===== config.mk =====
export PLATFORM = sky130hd
export DESIGN_NAME = embcpumem_pio_in
export DESIGN_NICKNAME = d
export VERILOG_FILES = /design/src/rtl/embcpumem_pio_pkg.sv /design/src/rtl/embcpumem_pio_debounce.sv /design/src/rtl/embcpumem_pio_in.sv
export SDC_FILE = /design/constraint.sdc
export NUM_CORES = 1
export LEC_CHECK = 0
export ABC_AREA = 0
export BUFFER_PORTS_ARGS = -buffer_cell sky130_fd_sc_hd__buf_2
export CORE_MARGIN = 2
export CORE_UTILIZATION = 46
export DETAILED_ROUTE_END_ITERATION = 7
export PLACE_DENSITY = 0.76
export SYNTH_ARGS = -nofsm -noshare
export SYNTH_HDL_FRONTEND = slang
export SYNTH_SLANG_ARGS = --single-unit

===== constraint.sdc =====
create_clock -name clk -period 1.2 [get_ports clk]
set_clock_uncertainty 0.05 [all_clocks]
set_input_delay 0 -clock clk [delete_from_list [all_inputs] [get_ports clk]]
set_output_delay 0 -clock clk [all_outputs]
set_load 0.02 [all_outputs]

===== src/rtl/embcpumem_pio_pkg.sv =====
// embcpumem_pio_pkg: register map and edge-type encodings shared by the input PIO.
`default_nettype none

package embcpumem_pio_pkg;

   localparam logic [2:0] ADDR_DATA     = 3'd0;
   localparam logic [2:0] ADDR_IRQ_MASK = 3'd2;
   localparam logic [2:0] ADDR_EDGE_CAP = 3'd3;

   typedef enum logic [1:0] {
      EDGE_RISE = 2'd0,
      EDGE_FALL = 2'd1,
      EDGE_ANY  = 2'd2
   } edge_type_e;

endpackage

`default_nettype wire


===== src/rtl/embcpumem_pio_debounce.sv =====
// embcpumem_pio_debounce: single-bit filter; output follows input only after
// DEBOUNCE_CYCLES consecutive cycles of disagreement.
`default_nettype none

module embcpumem_pio_debounce #(
   parameter int DEBOUNCE_CYCLES = 16
) (
   input  logic clk,
   input  logic reset_n,
   input  logic din,
   output logic dout
);

   localparam int CW = $clog2(DEBOUNCE_CYCLES + 1);
   localparam logic [CW-1:0] CNT_LAST = CW'(DEBOUNCE_CYCLES - 1);

   logic [CW-1:0] cnt_q, cnt_d;
   logic          dout_q, dout_d;

   always_comb begin
      cnt_d  = '0;
      dout_d = dout_q;
      if (din != dout_q) begin
         if (cnt_q == CNT_LAST) begin
            dout_d = din;
         end else begin
            cnt_d = cnt_q + CW'(1);
         end
      end
   end

   always_ff @(posedge clk or negedge reset_n) begin
      if (!reset_n) begin
         cnt_q  <= '0;
         dout_q <= 1'b0;
      end else begin
         cnt_q  <= cnt_d;
         dout_q <= dout_d;
      end
   end

   assign dout = dout_q;

endmodule

`default_nettype wire


===== src/rtl/embcpumem_pio_in.sv =====
// embcpumem_pio_in: Avalon-MM input PIO with 2-flop sync, sticky edge capture and
// maskable level irq. Define PIO_IN_DEBOUNCE_EN to insert a per-bit debounce filter.
`default_nettype none

module embcpumem_pio_in
   import embcpumem_pio_pkg::*;
#(
   parameter int WIDTH           = 8,
   parameter int EDGE_TYPE       = 0,
   parameter int DEBOUNCE_CYCLES = 16
) (
   input  logic             clk,
   input  logic             reset_n,
   input  logic [2:0]       address,
   input  logic             chipselect,
   input  logic             write_n,
   input  logic [31:0]      writedata,
   output logic [31:0]      readdata,
   input  logic [WIDTH-1:0] in_port,
   output logic             irq
);

   localparam edge_type_e ETYPE = edge_type_e'(EDGE_TYPE[1:0]);

   logic [WIDTH-1:0] sync1_q, sync2_q, prev_q;
   logic [WIDTH-1:0] mask_q, mask_d;
   logic [WIDTH-1:0] cap_q, cap_d;
   logic [WIDTH-1:0] filt;
   logic [WIDTH-1:0] rise, fall, edge_det;
   logic [WIDTH-1:0] clr_bits;
   logic [WIDTH-1:0] rd_sel;
   logic             wr_strobe;
   logic             unused_wdata;

   assign unused_wdata = ^writedata;

`ifdef PIO_IN_DEBOUNCE_EN
   for (genvar i = 0; i < WIDTH; i++) begin : g_debounce
      embcpumem_pio_debounce #(
         .DEBOUNCE_CYCLES(DEBOUNCE_CYCLES)
      ) u_debounce (
         .clk    (clk),
         .reset_n(reset_n),
         .din    (sync2_q[i]),
         .dout   (filt[i])
      );
   end
`else
   assign filt = sync2_q;
`endif

   assign rise = filt & ~prev_q;
   assign fall = ~filt & prev_q;

   always_comb begin
      edge_det = rise;
      case (ETYPE)
         EDGE_FALL: edge_det = fall;
         EDGE_ANY:  edge_det = rise | fall;
         default:   edge_det = rise;
      endcase
   end

   assign wr_strobe = chipselect & ~write_n;

   // A fresh edge overrides a same-cycle W1C so no event is ever lost.
   always_comb begin
      clr_bits = '0;
      mask_d   = mask_q;
      if (wr_strobe && address == ADDR_EDGE_CAP) begin
         clr_bits = writedata[WIDTH-1:0];
      end
      if (wr_strobe && address == ADDR_IRQ_MASK) begin
         mask_d = writedata[WIDTH-1:0];
      end
      cap_d = edge_det | (cap_q & ~clr_bits);
   end

   always_ff @(posedge clk or negedge reset_n) begin
      if (!reset_n) begin
         sync1_q <= '0;
         sync2_q <= '0;
         prev_q  <= '0;
         mask_q  <= '0;
         cap_q   <= '0;
      end else begin
         sync1_q <= in_port;
         sync2_q <= sync1_q;
         prev_q  <= filt;
         mask_q  <= mask_d;
         cap_q   <= cap_d;
      end
   end

   always_comb begin
      rd_sel = '0;
      case (address)
         ADDR_DATA:     rd_sel = filt;
         ADDR_IRQ_MASK: rd_sel = mask_q;
         ADDR_EDGE_CAP: rd_sel = cap_q;
         default:       rd_sel = '0;
      endcase
   end

   assign readdata = chipselect ? 32'(rd_sel) : 32'd0;
   assign irq      = |(cap_q & mask_q);

endmodule

`default_nettype wire


==> Word level (Yosys, flattened, before mapping) <==
Cells that the tools add are included.
Widths: inputs -> output; s select.
{ "word_totals": {"input_bits": 47, "output_inout_bits": 33, "register_bits": 40} }
{ "op_classes": {"muxes": 3, "n_reduce_logical": 4, "eq_ne": 2, "bitwise": 8} }
{ "ops": {"columns": ["cell", "n"], "rows": [
  ["$and 8x8->8", 3],
  ["$pmux 8 s3", 1],
  ["$mux 8", 2],
  ["$not 8->8", 2],
  ["$or 8x8->8", 1],
  ["$reduce_or 8->1", 1],
  ["$eq 3x2->1 const B", 2],
  ["$logic_not 3->1", 1],
  ["$logic_and 1x1->1", 2],
  ["$and 1x1->1", 1],
  ["$not 1->1", 1]
]} }

==> Depth between registers and ports, before layout <==
{ "depth": {"depth_word": 7, "ltp_mapped": 5, "depth_no_buf": 3} }

==> Least setup slack after synthesis <==
OpenSTA, ideal clock, no wires.
{ "synth_timing": {"path_kind": "input-to-reg", "startpoint": "input port address[2]", "endpoint": "register mask_q[0]", "arrival_ns": 1.328, "setup_ns": 0.125, "setup_slack_ns": -0.303, "cell_stages": 5, "path_buffers": 2, "cell_sequence": "or3b_1 -> buf_2 -> or3b_1 -> buf_6 -> mux2_4"} }
{ "synth_via": {"elab_chain_len": 2} }
{ "synth_lines": {"columns": ["item", "line", "rtl"], "rows": [
  ["start, declared", "embcpumem_pio_in.sv:14", "input logic [2:0] address,"],
  ["$eq 3x2->1", "embcpumem_pio_in.sv:73", "if (wr_strobe && address == ADDR_IRQ_MASK) begin"],
  ["$logic_and 1x1->1", "embcpumem_pio_in.sv:73", null],
  ["end signal, assigned", "embcpumem_pio_in.sv:90", "mask_q <= mask_d;"],
  ["end, declared", "embcpumem_pio_in.sv:26", "logic [WIDTH-1:0] mask_q, mask_d;"]
]} }
No other way between the ends.
A chain may end at the register's enable or synchronous reset.

==> Worst setup path after layout <==
{ "layout_timing": {"startpoint": "register mask_q[3]", "endpoint": "output port readdata[3]"} }
{ "layout_via": {"elab_chain_len": 2} }
{ "layout_lines": {"columns": ["item", "line", "rtl"], "rows": [
  ["$pmux 8 s3", "embcpumem_pio_in.sv:97", "case (address)"],
  ["$mux 8", "embcpumem_pio_in.sv:105", "assign readdata = chipselect ? 32'(rd_sel) : 32'd0;"],
  ["end, declared", "embcpumem_pio_in.sv:18", "output logic [31:0] readdata,"]
]} }
No other way between the ends.

==> impl_results.md <==
- Outcome: complete, but fails checks
- Failing checks: setup timing
- Cell Count Post-Placement: 235
- Area grow syn2layout: 33.8%
- Number of vias per cell after detailed routing: 4.59
- Detailed-route via count: 1239
- Average instance area after synthesis: approximately 12 um^2
- Grt ovf: 0
- Overall routed net length: around 3.4 mm
- H-Tree Level Count: 2
- RSZ-0062 raised after global routing: true
- Count of buffers from port buffering: 31
- Final weighted congestion in routability-driven placement: ~0.83
- Synth warnings: 0
- Wire length of the first global-routing pass: around 5.5 mm
- Max-slew violation count: 0
- Highest-delay cell along the critical path: sky130_fd_sc_hd__dfrtp_1
- Number of global-route vias before repair: 1166
- Sum of buffers and inverters on the critical path: 1
- Maximum vdd ir drop: approximately 0.0009 V
- Worst Path Max Fanout: 3
- Effective utilization at floorplan: approximately half
- Final setup slack of the worst path: -142 ps
- Die ar.: 4340 um^2
- TritonCTS clock tree: done
- Total standard cell area after synthesis: 1760 um^2
- GRT Resource Usage Total: 17.6%
- Distinct cell type count after synthesis: 21
- Clock Sinks: 40
- Final layout net count: around 270
- Top-count cell post-synth: sky130_fd_sc_hd__dfrtp_1
- Largest net degree at the start of global routing: 19
- Number of primary I/O pins: 80
- Layout cells sized above 1: 34.7%
- Final worst-path cycle share: 112%
- Setup TNS: -880 ps
- Part of the Yosys area used for sequential elements: between 50% and 60%
- Required arrival time at the worst endpoint: 1150 ps
- Cells taking the most area after synthesis: sky130_fd_sc_hd__dfrtp_1 (57%), sky130_fd_sc_hd__buf_4 (10%), sky130_fd_sc_hd__mux2_4 (6.8%)
- Number of antenna violations at the first check in global routing: 0
- Reg2Reg Depth: 3
- Post-synthesis sequential element count: 40
- Total half-perimeter wirelength after legalization and detailed placement: ~2.3 mm
- Worst reg2reg setup slack: 120 ps
- Latest clock arrival within the worst-skew pair: 290 ps
- Worst-path cell chain: mux2i_1 > or2_1 > a21oi_2 > buf_6
- GRT met3 Usage: 5.96%
- Area share of the leading cell type in the synthesized netlist: 56.8%
- Global-route track usage on met1: between 20 and 25%
- Site row count: 22
- Crit Path Category: register to output port
- R2r endpoint: mask_q[5]$_DFFE_PN0P_
- Drt initial violations: 86
- Post-DP Area: just under 2000 um^2
- Busiest layer in global routing: met2
- Final non-filler cell area: 2360 um^2
- Placeable core region: 3660 um^2
- Most used DFF post-synth: sky130_fd_sc_hd__dfrtp_1
- Family with the most delay on the worst path: flip-flops
- Horizontal die dimension: 65.9 um
- Pwr dens: 1300 nW/um^2
- Type of the worst min-delay path: input pin to asynchronous set/reset pin
- Total of fill cells in the finished design: between 200 and 300
- Hold Fails Final Rpt: 0
- Post-synth EDFFs: 0
- Clk slew on worst S/H paths: roughly 70 ps
- Setup crit end kind: output port
- Number of detailed-routing iterations run before antenna repair: 4
- Max-capacitance violation count: 0
- Cell accounting for the most synthesized area: sky130_fd_sc_hd__dfrtp_1
- Cell chosen for the clock root: sky130_fd_sc_hd__clkbuf_8
- Average wire length per cell after detail routing: 12.5 um
- Count of antenna-violating nets left after detailed routing: 0
- Global routing met2 resource utilization: 28.0%
- Largest stage delay, worst path: approximately 400 ps
- Gate Count Post-Synth: approximately 150
- Post-route non-filler standard cell count: 270
- Crit path time final: about 1300 ps
- Leak pwr: 1.14 nW
- Number of buffers on the longest clock path: 2
- Achievable clock frequency: 745 MHz
- Count of endpoints failing setup in the final report: 9
- Synth top cells by count: sky130_fd_sc_hd__dfrtp_1 (40), sky130_fd_sc_hd__buf_4 (24), sky130_fd_sc_hd__o21ai_1 (16)
- CTS Buf Count: 5
- Height of the die: 65.9 um
- Startpoint Class: register
- Crit Reg-Reg Startpoint: mask_q[5]$_DFFE_PN0P_
- N_diodes: 0
- Total DRC errors in the routed layout: 0
- Data arrival time of the critical path: 1290 ps
- Share of flip-flops with an asynchronous set or reset: 100%
[per-stage QoR]
step / utilization, % / hold WS (ps) / power (mW) / setup slack, ps
floorplan: - / -346 / 1.93 / -281
global placement: 53.4 / -105 / 2.01 / -312
detailed placement: 53.4 / -110 / 2.02 / -317
CTS: 63.4 / 110 / 3.04 / -148
global route: 64.4 / 127 / 3.23 / -187
finish: 64.4 / 101 / 3.06 / -142
[final cells by class]
class / instances / area [um^2] / share of cell area [%]
repair buffers: 68 / 527 / 22.3
clock buffers: 8 / 90.1 / 3.82
multi-input cells: 98 / 649 / 27.5
inverters: 8 / 30.0 / 1.27
well taps: 48 / 60.1 / 2.55
flip-flops and latches: 40 / 1000 / 42.5
[worst max-delay path by stage]
| stage | from | to | cells after the start |
|---|---|---|---|
| 2_1_floorplan | address[2] | mask_q[0]$_DFFE_PN0P_ | 5 |
| 3_3_place_gp | address[2] | mask_q[0]$_DFFE_PN0P_ | 5 |
| 3_5_place_dp | address[2] | mask_q[1]$_DFFE_PN0P_ | 5 |
| 4_1_cts | mask_q[3]$_DFFE_PN0P_ | readdata[3] | 4 |
| 5_1_grt | mask_q[3]$_DFFE_PN0P_ | readdata[3] | 4 |
| 6_report | mask_q[3]$_DFFE_PN0P_ | readdata[3] | 4 |
[cell families after synthesis]
kind of cell / Yosys count / synth area share [%]
AOI/OAI and AO/OA: 28 / 8.52
other: 1 / 0.213
DFF: 40 / 56.8
buffers and inverters: 38 / 13.8
muxes: 16 / 11.4
and+or+nand+nor: 30 / 9.31
[power by group]
part	leakage, nW	internal, mW	switching (mW)
combinational	0.640	0.348	0.276
clock	0.0455	0.468	0.424
sequential	0.450	1.46	0.0840
[cells in the final DEF, fill, tap and decap left out]
cell and n:
sky130_fd_sc_hd__dfrtp_1 40, sky130_fd_sc_hd__conb_1 24, sky130_fd_sc_hd__buf_4 23, sky130_fd_sc_hd__buf_2 21, sky130_fd_sc_hd__dlygate4sd3_1 17, sky130_fd_sc_hd__o21ai_1 16, sky130_fd_sc_hd__nand2_1 8, sky130_fd_sc_hd__mux2i_1 8
sky130_fd_sc_hd__or2_1 8, sky130_fd_sc_hd__a21oi_2 8, sky130_fd_sc_hd__inv_1 8, sky130_fd_sc_hd__nand3_1 8, sky130_fd_sc_hd__mux2_4 8, sky130_fd_sc_hd__buf_6 7, sky130_fd_sc_hd__clkbuf_8 6, sky130_fd_sc_hd__or3b_4 2
sky130_fd_sc_hd__a22oi_1 2, sky130_fd_sc_hd__a22oi_2 2, sky130_fd_sc_hd__clkbuf_1 2, sky130_fd_sc_hd__and2_1 1, sky130_fd_sc_hd__nand2b_1 1, sky130_fd_sc_hd__nand3b_1 1, sky130_fd_sc_hd__nand4_1 1
[routing by layer]
| layer | routed length [um] | part of all wire, % |
|---|---|---|
| met1 | 1520 | 45 |
| met2 | 1530 | 46 |
| met3 | 258 | 7.7 |
| met4 | 53 | 1.6 |
| met5 | 0 | 0 |
[worst reg2reg max path: cells and delay by family, from the launching register on]
| kind | cells | cell delay [ps] |
|---|---|---|
| flip-flops | 1 | 410 |
| buffers and inverters | 2 | 260 |
| multiplexers | 1 | 240 |
[sequential cells by signal, indices dropped and copies added (netlist names)]
name	flops
sync1_q	8
filt	8
cap_q	8
prev_q	8
mask_q	8
[repair_timing]
action / 4_1_cts / 5_1_grt
setup buffers: 7 / 3
cloned: 0 / 0
resized for setup: 16 / 6
pin swaps: 7 / 9
endpoints found under the hold margin: 63 / 0
endpoints found under the setup margin: 17 / 16
hold buffers: 17 / 0
Power figures use the tool's default switching activity.
